<file path="config.mk">
export PLATFORM = sky130hd
export DESIGN_NAME = nibble_serial_adder_ctrl
export DESIGN_NICKNAME = d
export VERILOG_FILES = /design/src/rtl/nibble_serial_adder_ctrl.sv
export SDC_FILE = /design/constraint.sdc
export NUM_CORES = 1
export LEC_CHECK = 0
export BUFFER_PORTS_ARGS = -buffer_cell sky130_fd_sc_hd__buf_2
export CORE_ASPECT_RATIO = 1.25
export CORE_UTILIZATION = 53
export DETAILED_ROUTE_END_ITERATION = 8
export PLACE_DENSITY = 0.79
export RECOVER_POWER = 25
export SYNTH_ARGS = -nofsm -noshare
export SYNTH_HDL_FRONTEND = slang
export SYNTH_HIERARCHICAL = 1
export SYNTH_SLANG_ARGS = --single-unit
</file>
<file path="constraint.sdc">
create_clock -name clock -period 5.2 [get_ports clock]
set_input_delay 0 -clock clock [delete_from_list [all_inputs] [get_ports clock]]
set_output_delay 0 -clock clock [all_outputs]
set_load 0.02 [all_outputs]
</file>
<file path="src/rtl/nibble_serial_adder_ctrl.sv">
// Multi-cycle WIDTH-bit adder: one 4-bit carry-select slice is reused LS nibble first.
// Optional subtract mode (extra `sub` port) is enabled by defining NIBBLE_SERIAL_SUB_EN.

module rca_4 (
    input  logic [3:0] a,
    input  logic [3:0] b,
    input  logic       ci,
    output logic [3:0] s,
    output logic       co,
    output logic       ovf
);
    logic [2:0] lo;
    logic [2:0] hi0;
    logic [2:0] hi1;
    logic [2:0] hi;

    // Both upper-half sums are formed up front; the lower-half carry only drives a mux.
    assign lo  = {1'b0, a[1:0]} + {1'b0, b[1:0]} + {2'b00, ci};
    assign hi0 = {1'b0, a[3:2]} + {1'b0, b[3:2]};
    assign hi1 = {1'b0, a[3:2]} + {1'b0, b[3:2]} + 3'd1;
    assign hi  = lo[2] ? hi1 : hi0;

    assign s   = {hi[1:0], lo[1:0]};
    assign co  = hi[2];
    assign ovf = (a[3] == b[3]) && (s[3] != a[3]);
endmodule

module nibble_serial_adder_ctrl #(
    parameter int WIDTH = 32  // multiple of 4, at least 8
) (
    input  logic             clock,
    input  logic             reset,
    input  logic             in_valid,
    output logic             in_ready,
    input  logic [WIDTH-1:0] data_operandA,
    input  logic [WIDTH-1:0] data_operandB,
    input  logic             cin,
`ifdef NIBBLE_SERIAL_SUB_EN
    input  logic             sub,
`endif
    output logic             out_valid,
    input  logic             out_ready,
    output logic [WIDTH-1:0] sum,
    output logic             cout,
    output logic             overflow,
    output logic             busy
);
    localparam int N    = WIDTH / 4;
    localparam int IDXW = (N > 1) ? $clog2(N) : 1;

    localparam logic [1:0] IDLE = 2'd0;
    localparam logic [1:0] RUN  = 2'd1;
    localparam logic [1:0] DONE = 2'd2;

    logic [1:0]       state;
    logic [IDXW-1:0]  idx;
    logic [WIDTH-1:0] a_q;
    logic [WIDTH-1:0] b_q;
    logic             carry_q;

    logic [WIDTH-1:0] b_in;
    logic             c_in;
    logic [3:0]       slice_s;
    logic             slice_co;
    logic             slice_ovf;

`ifdef NIBBLE_SERIAL_SUB_EN
    // Subtract as A + ~B + 1; cin is ignored in that mode.
    assign b_in = sub ? ~data_operandB : data_operandB;
    assign c_in = sub | cin;
`else
    assign b_in = data_operandB;
    assign c_in = cin;
`endif

    rca_4 u_slice (
        .a   (a_q[idx*4 +: 4]),
        .b   (b_q[idx*4 +: 4]),
        .ci  (carry_q),
        .s   (slice_s),
        .co  (slice_co),
        .ovf (slice_ovf)
    );

    assign in_ready  = (state == IDLE);
    assign out_valid = (state == DONE);
    assign busy      = (state == RUN) || (state == DONE);

    always_ff @(posedge clock) begin
        if (reset) begin
            state    <= IDLE;
            idx      <= '0;
            sum      <= '0;
            cout     <= 1'b0;
            overflow <= 1'b0;
            carry_q  <= 1'b0;
        end else begin
            case (state)
                IDLE: if (in_valid) begin
                    a_q      <= data_operandA;
                    b_q      <= b_in;
                    carry_q  <= c_in;
                    idx      <= '0;
                    sum      <= '0;
                    cout     <= 1'b0;
                    overflow <= 1'b0;
                    state    <= RUN;
                end
                RUN: begin
                    sum[idx*4 +: 4] <= slice_s;
                    carry_q         <= slice_co;
                    // Last write holds the MS-nibble overflow, i.e. the full-width one.
                    overflow        <= slice_ovf;
                    idx             <= idx + 1'b1;
                    if (idx == IDXW'(N - 1)) begin
                        cout  <= slice_co;
                        state <= DONE;
                    end
                end
                DONE: if (out_ready) state <= IDLE;
                default: state <= IDLE;
            endcase
        end
    end
endmodule

</file>
==> results.rst, run 1 <==
.. list-table::
   :header-rows: 1

   * - Metric
     - Value
   * - Result of the run
     - finished, final reports clean
   * - Design Area, Final
     - 5830 um^2
   * - Endpoint with the worst hold slack
     - state[0]$_SDFFE_PP0P_
   * - Critical path data arrival time
     - 4.02 ns
   * - Worst hold path class
     - input port to register
   * - Number of primary I/O pins
     - 106
   * - Synthesized-area fraction occupied by adder cells
     - 5.05%
   * - Leakage power summed over all cells
     - 2.36 nW
   * - Number of violations of the max-capacitance limit
     - 0
   * - Total Negative Setup Slacks
     - 0 ns
   * - Crit. End Element
     - register
   * - Number of buffers created by CTS
     - 9
   * - Synth Area in XOR/XNOR
     - 0.397%
   * - Reg-to-reg slack, setup
     - 1.44 ns
   * - Setup Skew
     - 0.0204 ns
   * - Vias in the first global route
     - 3381
   * - Vias per cell
     - 5.56
   * - Cells on Worst Hold Path
     - 2
   * - TritonCTS clock tree
     - built
   * - Drt pass-1 iters
     - 4
   * - Share of the yosys chip area belonging to registers
     - 61.7%
   * - Antenna cells
     - 0
   * - Drt drc
     - 0
   * - Filler Cell Count
     - 478
   * - Max H-tree Level
     - 3
   * - Max IR drop VDD
     - 0.000229 V
   * - Overall track demand over capacity in global routing
     - 26.2%
   * - Destination of the worst register-to-register timing path
     - overflow$_SDFFE_PP0P_
   * - Die area
     - 8700 um^2
   * - Cell area after synthesis
     - 4410 um^2
   * - Achievable Freq
     - 0.266 GHz
   * - Iteration-0 DRC Markers
     - 168
   * - Mapped Cells
     - 312
   * - Largest family of logic cells by synthesized area
     - simple AND/OR/NAND/NOR gates
   * - Number of endpoints with negative hold slack in the final report
     - 0
   * - Per-instance average area after synthesis
     - 14.1 um^2
   * - Warnings, synthesis
     - 6
   * - Slew margin rel.
     - 28.1%
   * - Wire length per cell
     - 19.1 um
   * - Count of buffers from port buffering
     - 105
   * - Vias
     - 3237
   * - Total of endpoints with negative setup slack in the final report
     - 0
   * - Top flip-flop cell by instance count after synthesis
     - sky130_fd_sc_hd__edfxtp_1
   * - Startpoint of the worst hold path
     - reset
   * - Net count, final
     - 567
   * - Maximum number of pins on one net before global-route repair
     - 65
   * - Most common cell after layout, fill and taps aside
     - sky130_fd_sc_hd__buf_2
   * - Synth-to-layout area growth
     - 32.2%
   * - Post-CTS clock slew at the launch and capture registers of the worst setup and hold paths
     - 0.11 ns
   * - Fraction of registers with async set/reset
     - 0%
   * - Simple-gate area share of the yosys netlist
     - 10.7%
   * - Total power density per cell area
     - 394 nW/um^2
   * - Type of element launching the critical path
     - register
   * - Starting Density
     - 55.7%
   * - EDFF count, synth
     - 64
   * - Flip-flop and latch count after synthesis
     - 104
   * - Die Wd
     - 83.6 um
   * - Cell area after placement
     - 5010 um^2
   * - Worst EP required
     - 5.46 ns
   * - Most frequent cells in the layout
     - sky130_fd_sc_hd__buf_2, sky130_fd_sc_hd__edfxtp_1, sky130_fd_sc_hd__dlygate4sd3_1
   * - Pins Over Slew Limit
     - 0
   * - Netlist cell types
     - 47
   * - Setup CP Type
     - register to register
   * - Layout cells sized above 1
     - 30.2%
   * - Total number of placement rows
     - 36
   * - HPWL Detailed
     - 6420 um
   * - Area occupied by multi-input gates
     - 1570 um^2
   * - Share of synthesized area spent on multiplexers
     - 9.87%
   * - Final min period
     - 3.76 ns
   * - Final routed wirelength across all metal layers
     - 11100 um
   * - Count of antenna-violating nets left after detailed routing
     - 0
   * - Post-synthesis compound-gate area fraction
     - 9.25%
   * - Clock sink total
     - 104
   * - Placeable core region
     - 7930 um^2
   * - Routability congestion estimate from global placement
     - 0.824
   * - RSZ-0062 raised after global routing
     - no
   * - Total nets after synthesis
     - 397
   * - Register area
     - 2720 um^2
   * - Die Ht
     - 104 um
   * - Cell at the root of the clock tree
     - sky130_fd_sc_hd__clkbuf_8
   * - Clock latency of the later-clocked register in the worst-skew pair
     - 0.38 ns
   * - Number of antenna violations at the first check in global routing
     - 0
   * - Slew at the pin closest to its max-slew limit
     - 1.08 ns
   * - Worst reg2reg path depth
     - 12
   * - Final Cycle Share
     - 72.4%
   * - Wire length of the first global-routing pass
     - 17300 um
   * - Number of buffers on the longest clock path
     - 2
   * - Highest fanout seen on the critical path
     - 17
   * - Worst reg2reg startpoint
     - idx[0]$_SDFFE_PP0P_
   * - Remaining Overflow, GRT
     - 0
-- report_power, final --
part           switching [mW]  leakage (nW)  internal (mW)
Clock                   0.306        0.0961          0.187
Combinational           0.445          1.35          0.326
Sequential             0.0581         0.916          0.976
-- Yosys cell counts (all sizes together) (3+ instances only) --
cell / instances / share of area, %
a21oi: 4 / 0.45
a22o: 24 / 4.8
a22oi: 3 / 0.51
a31oi: 7 / 0.99
buf: 10 / 1.4
dfxtp: 40 / 18
edfxtp: 64 / 44
fa: 3 / 1.4
ha: 13 / 3.7
inv: 15 / 1.3
mux2: 3 / 1.0
mux2i: 3 / 0.68
mux4: 16 / 8.2
nand2: 32 / 2.7
nand3: 9 / 1.0
nand4: 5 / 0.71
nor2: 15 / 1.3
nor2b: 5 / 0.71
nor3: 6 / 1.0
o21ai: 7 / 0.79
-- cell type report --
type | count | area share [%]
clock buffer | 10 | 2.19
sequential | 104 | 46.7
timing repair buffer | 171 | 20.2
multi-input combinational | 180 | 26.8
tap | 95 | 2.04
clock inverter | 6 | 1.07
inverter | 16 | 1.03
-- critical path, cell delays in order, from the launching register on --
cell and delay (ns):
sky130_fd_sc_hd__dfxtp_1 1.05, sky130_fd_sc_hd__mux4_2 0.63, sky130_fd_sc_hd__nand2_1 0.09, sky130_fd_sc_hd__nand2_1 0.06
sky130_fd_sc_hd__ha_1 0.17, sky130_fd_sc_hd__inv_1 0.08, sky130_fd_sc_hd__fa_1 0.40, sky130_fd_sc_hd__inv_1 0.11
sky130_fd_sc_hd__ha_1 0.25, sky130_fd_sc_hd__mux2_4 0.30, sky130_fd_sc_hd__mux2_4 0.30, sky130_fd_sc_hd__a22oi_1 0.16
sky130_fd_sc_hd__nor2_1 0.05
-- cells by family (layout without fill, tap and decap cells) --
logic type | Yosys count | count (layout)
xor+xnor | 2 | 2
fa+ha+maj | 16 | 16
compound gates | 54 | 54
buf+inv | 28 | 203
mux | 22 | 22
flops | 104 | 104
simple gates | 86 | 86
-- layer usage --
metal | up-vias | track usage, % | part of all wire (%)
met5 | - | 0 | 0
li1 | 1521 | - | -
met4 | 0 | 8.60 | 2.4
met3 | 20 | 5.79 | 5.0
met1 | 1563 | 27.9 | 37
met2 | 133 | 50.2 | 56
-- through the flow --
stage | setup slack, ns | cells | hold slack (ns) | power, mW | util [%]
after floorplan | 1.09 | 312 | 0.0989 | 1.60 | -
after global placement | 1.57 | 502 | 0.177 | 1.74 | 63.2
after detailed placement | 1.41 | 502 | 0.178 | 1.77 | 63.2
after CTS | 1.40 | 582 | 0.0289 | 2.27 | 73.6
after global routing | 1.11 | 582 | 0.0409 | 2.40 | 73.6
final | 1.44 | 582 | 0.0332 | 2.30 | 73.6
-- worst max path at each step --
stage,from,endpoint
6_report,idx[0]$_SDFFE_PP0P_,overflow$_SDFFE_PP0P_
5_1_grt,idx[0]$_SDFFE_PP0P_,sum[6]$_SDFFE_PP0P_
4_1_cts,idx[0]$_SDFFE_PP0P_,overflow$_SDFFE_PP0P_
3_5_place_dp,idx[0]$_SDFFE_PP0P_,overflow$_SDFFE_PP0P_
3_3_place_gp,idx[0]$_SDFFE_PP0P_,overflow$_SDFFE_PP0P_
2_1_floorplan,state[0]$_SDFFE_PP0P_,a_q[0]$_DFFE_PP_
-- what timing repair did --
item | CTS | global route
endpoints found under the hold margin | 64 | 0
hold buffers | 64 | 0
gates resized for setup | 0 | 0
setup buffers | 0 | 0
-- flip-flops by register name, summed over array words and instances (netlist names) --
| register | count |
|---|---|
| a_q | 32 |
| b_q | 32 |
| sum | 32 |
| idx | 3 |
| state | 2 |
| carry_q | 1 |
| cout | 1 |
| overflow | 1 |
(Power assumes the default switching activity.)
==> run 2, diff against run 1 <==
--- a/config.mk
+++ b/config.mk
@@ -5,11 +5,12 @@
 export SDC_FILE = /design/constraint.sdc
 export NUM_CORES = 1
 export LEC_CHECK = 0
+export ABC_AREA = 1
 export BUFFER_PORTS_ARGS = -buffer_cell sky130_fd_sc_hd__buf_2
 export CORE_ASPECT_RATIO = 1.25
-export CORE_UTILIZATION = 53
+export CORE_UTILIZATION = 54
 export DETAILED_ROUTE_END_ITERATION = 8
-export PLACE_DENSITY = 0.79
+export PLACE_DENSITY = 0.8
 export RECOVER_POWER = 25
 export SYNTH_ARGS = -nofsm -noshare
 export SYNTH_HDL_FRONTEND = slang
==> constraint.sdc (replaced) <==
create_clock -name clock -period 3.78 [get_ports clock]
set_input_delay 0 -clock clock [delete_from_list [all_inputs] [get_ports clock]]
set_output_delay 0 -clock clock [all_outputs]
set_load 0.02 [all_outputs]
==> results.rst, run 2 <==
.. list-table::
   :header-rows: 1

   * - Metric
     - Value
   * - Result of the run
     - finished, violations left
   * - Violations in the final reports
     - DRC
   * - Netlist cell types
     - 24
   * - Total number of placement rows
     - 37
   * - Final Cycle Share
     - 87.5%
   * - Top flip-flop cell by instance count after synthesis
     - sky130_fd_sc_hd__edfxtp_1
   * - Number of violations of the max-capacitance limit
     - 0
   * - Slew margin rel.
     - 48.0%
   * - Total power density per cell area
     - 576 nW/um^2
   * - Per-instance average area after synthesis
     - 9.22 um^2
   * - Final routed wirelength across all metal layers
     - 12700 um
   * - Wire length of the first global-routing pass
     - 20300 um
   * - Total Negative Setup Slacks
     - 0 ns
   * - Crit. End Element
     - register
   * - Drt drc
     - 6
   * - Worst EP required
     - 4.09 ns
   * - Synth-to-layout area growth
     - 30.6%
   * - Buffers and inverters on the worst path
     - 5
   * - TritonCTS clock tree
     - built
   * - Warnings, synthesis
     - 6
   * - Fraction of the core area covered by cells at the end of the flow
     - 73.2%
   * - Net count, final
     - 753
   * - Placeable core region
     - 8290 um^2
   * - Iteration-0 DRC Markers
     - 277
   * - Setup Skew
     - 0.0177 ns
   * - Number of primary I/O pins
     - 106
   * - Setup CP Type
     - register to register
   * - Max IR drop VDD
     - 0.000379 V
   * - Overall track demand over capacity in global routing
     - 29.4%
   * - Cell at the root of the clock tree
     - sky130_fd_sc_hd__clkbuf_8
   * - Critical path data arrival time
     - 3.62 ns
   * - Fraction of synthesized cell area taken by the top area cell type
     - 41.4%
   * - Final min period
     - 3.31 ns
   * - Starting Density
     - 56.0%
   * - Highest fanout seen on the critical path
     - 18
   * - Cell area after synthesis
     - 4640 um^2
   * - Fraction of registers with async set/reset
     - 0%
   * - Drt pass-1 iters
     - 7
   * - Number of endpoints with negative hold slack in the final report
     - 0
   * - Vias in the first global route
     - 4235
   * - Vias per cell
     - 5.44
   * - EDFF count, synth
     - 64
   * - Number of antenna violations at the first check in global routing
     - 0
   * - Clock latency of the later-clocked register in the worst-skew pair
     - 0.38 ns
   * - Achievable Freq
     - 0.302 GHz
   * - Number of buffers on the longest clock path
     - 2
   * - Most frequent cells in the layout
     - sky130_fd_sc_hd__buf_2, sky130_fd_sc_hd__nand2_1, sky130_fd_sc_hd__nor2_1
   * - Post-CTS clock slew at the launch and capture registers of the worst setup and hold paths
     - 0.11 ns
   * - Setup fix buffers added after clock tree synthesis
     - 0
   * - Number of buffers created by CTS
     - 9
   * - Cells resized by post-CTS repair
     - 0
   * - Worst hold path class
     - input port to register
   * - Layout cells sized above 1
     - 19.9%
   * - Flip-flop and latch count after synthesis
     - 104
   * - Remaining Overflow, GRT
     - 0
   * - Total of endpoints with negative setup slack in the final report
     - 0
   * - Worst stage delay on the critical path
     - 0.57 ns
   * - Die Ht
     - 106 um
   * - Most common cell after layout, fill and taps aside
     - sky130_fd_sc_hd__buf_2
   * - Slew at the pin closest to its max-slew limit
     - 0.780 ns
   * - Leakage power summed over all cells
     - 2.57 nW
   * - Die Wd
     - 85.0 um
   * - Pins Over Slew Limit
     - 0
   * - HPWL Detailed
     - 7580 um
   * - Critical-path cell with the highest stage delay
     - sky130_fd_sc_hd__fa_1
   * - Vias
     - 4187
   * - Clock sink total
     - 104
   * - Cell taking the most area after synthesis
     - sky130_fd_sc_hd__edfxtp_1
   * - Critical-path cell list
     - inv_1 -> o21ai_0 -> o22ai_1 -> nand2_1 -> nand2_1 -> inv_1 -> fa_1 -> inv_1 -> ha_1 -> inv_1 -> nand2_1 -> nand2_1 -> inv_1 -> nand3_1 -> nor2_1 -> nand2_1 -> a21oi_1
   * - Kind of cell with the highest combined delay on the critical path
     - adder cells
   * - Count of antenna-violating nets left after detailed routing
     - 0
   * - Total stage count of the critical path
     - 17
   * - Type of element launching the critical path
     - register
   * - Die area
     - 8980 um^2
   * - Cells on Worst Hold Path
     - 5
   * - Leading registers by flop count
     - a_q: 32 flops, b_q: 32 flops, sum: 32 flops
   * - Total nets after synthesis
     - 589
   * - Filler Cell Count
     - 582
   * - Maximum number of pins on one net before global-route repair
     - 65
   * - Count of buffers from port buffering
     - 105
   * - Wire length per cell
     - 16.5 um
   * - RSZ-0062 raised after global routing
     - no
   * - Mapped Cells
     - 504
   * - Antenna cells
     - 0
   * - Most instantiated library cell after synthesis
     - sky130_fd_sc_hd__nand2_1
   * - Leading cell types by total area after synthesis
     - sky130_fd_sc_hd__edfxtp_1, sky130_fd_sc_hd__dfxtp_1, sky130_fd_sc_hd__nand2_1
   * - Share of the yosys chip area belonging to registers
     - 58.6%
   * - Routability congestion estimate from global placement
     - 0.966
   * - Worst reg2reg path depth
     - 17
   * - Max H-tree Level
     - 3
   * - Most numerous cell types in the synthesized netlist
     - sky130_fd_sc_hd__nand2_1, sky130_fd_sc_hd__nor2_1, sky130_fd_sc_hd__edfxtp_1
[run 2: cell count changes in the layout (fill, tap and decap cells not counted), moves of 5 or more]
cell,previous run,this run
sky130_fd_sc_hd__inv_1,15,42
sky130_fd_sc_hd__a22o_1,24,0
sky130_fd_sc_hd__a31oi_1,7,0
sky130_fd_sc_hd__o21ai_0,6,37
sky130_fd_sc_hd__nand3_1,9,41
sky130_fd_sc_hd__mux4_2,16,0
sky130_fd_sc_hd__nand4_1,5,10
sky130_fd_sc_hd__nor2_1,14,69
sky130_fd_sc_hd__nor2b_1,5,0
sky130_fd_sc_hd__o22ai_1,2,16
sky130_fd_sc_hd__nand2_1,32,99
sky130_fd_sc_hd__a21oi_1,4,35
[run 2: layer usage]
metal | global-route usage, % | vias up | share of wire (%)
met2 | 53.7 | 207 | 53
met5 | 0 | - | 0
li1 | - | 2022 | -
met1 | 32.3 | 1922 | 37
met3 | 6.50 | 36 | 5.9
met4 | 12.6 | 0 | 3.8
[run 2: what timing repair did]
item | in CTS | in global routing
hold buffers | 65 | 0
endpoints found under the setup margin | 0 | 0
hold endpoints to repair | 65 | 0
[run 2: cell families (layout without fill, tap and decap cells)]
kind of cell,Yosys count,in the layout,synth area share [%]
xor gates and xnor gates,2,2,0.377
DFF,104,104,58.6
and+or+nand+nor,227,227,20.4
AOI/OAI and AO/OA,88,88,9.91
buffers and inverters,67,236,5.93
adders and majority gates,16,16,4.80
[run 2: cell type report]
cell class | count | area (um^2) | area share, %
clock inverter | 6 | 57.6 | 0.949
multi-input combinational | 333 | 1650 | 27.3
inverter | 45 | 169 | 2.79
clock buffer | 10 | 128 | 2.10
tap | 97 | 121 | 2.00
sequential | 104 | 2720 | 44.9
timing repair buffer | 175 | 1210 | 20.0
[run 2: worst reg2reg max path, delay by kind of cell (launching register included)]
family / cells / cell delay [ns]
AOI/OAI and AO/OA: 3 / 0.63
buffers and inverters: 5 / 0.72
adders and majority gates: 2 / 0.86
DFF: 1 / 0.32
and+or+nand+nor: 7 / 0.72
[run 2: final timing paths]
kind	from	end	slack, ns
worst max register to register	idx[1]$_SDFFE_PP0P_	sum[31]$_SDFFE_PP0P_	0.47
worst min-delay path	in_valid	idx[0]$_SDFFE_PP0P_	0.06
worst max-delay path	idx[1]$_SDFFE_PP0P_	sum[31]$_SDFFE_PP0P_	0.47
worst min register to register	sum[8]$_SDFFE_PP0P_	sum[8]$_SDFFE_PP0P_	0.46
[run 2: through the flow]
stage | area (um^2) | hold slack, ns | std cells | setup slack (ns) | power, mW
after global placement | 5230 | 0.176 | 689 | 0.754 | 2.71
after CTS | 6070 | 0.0415 | 770 | 0.613 | 3.45
final | 6060 | 0.0551 | 770 | 0.474 | 3.49
after detailed placement | 5230 | 0.178 | 689 | 0.638 | 2.75
after floorplan | 4650 | 0.0989 | 504 | 0.803 | 2.43
after global routing | 6060 | 0.0775 | 770 | 0.129 | 3.70
[run 2: power breakdown]
part / leakage, nW / internal [mW] / switching (mW)
Sequential: 0.914 / 1.36 / 0.0542
Combinational: 1.56 / 0.434 / 0.976
Clock: 0.0957 / 0.258 / 0.408
Total: 2.57 / 2.06 / 1.44
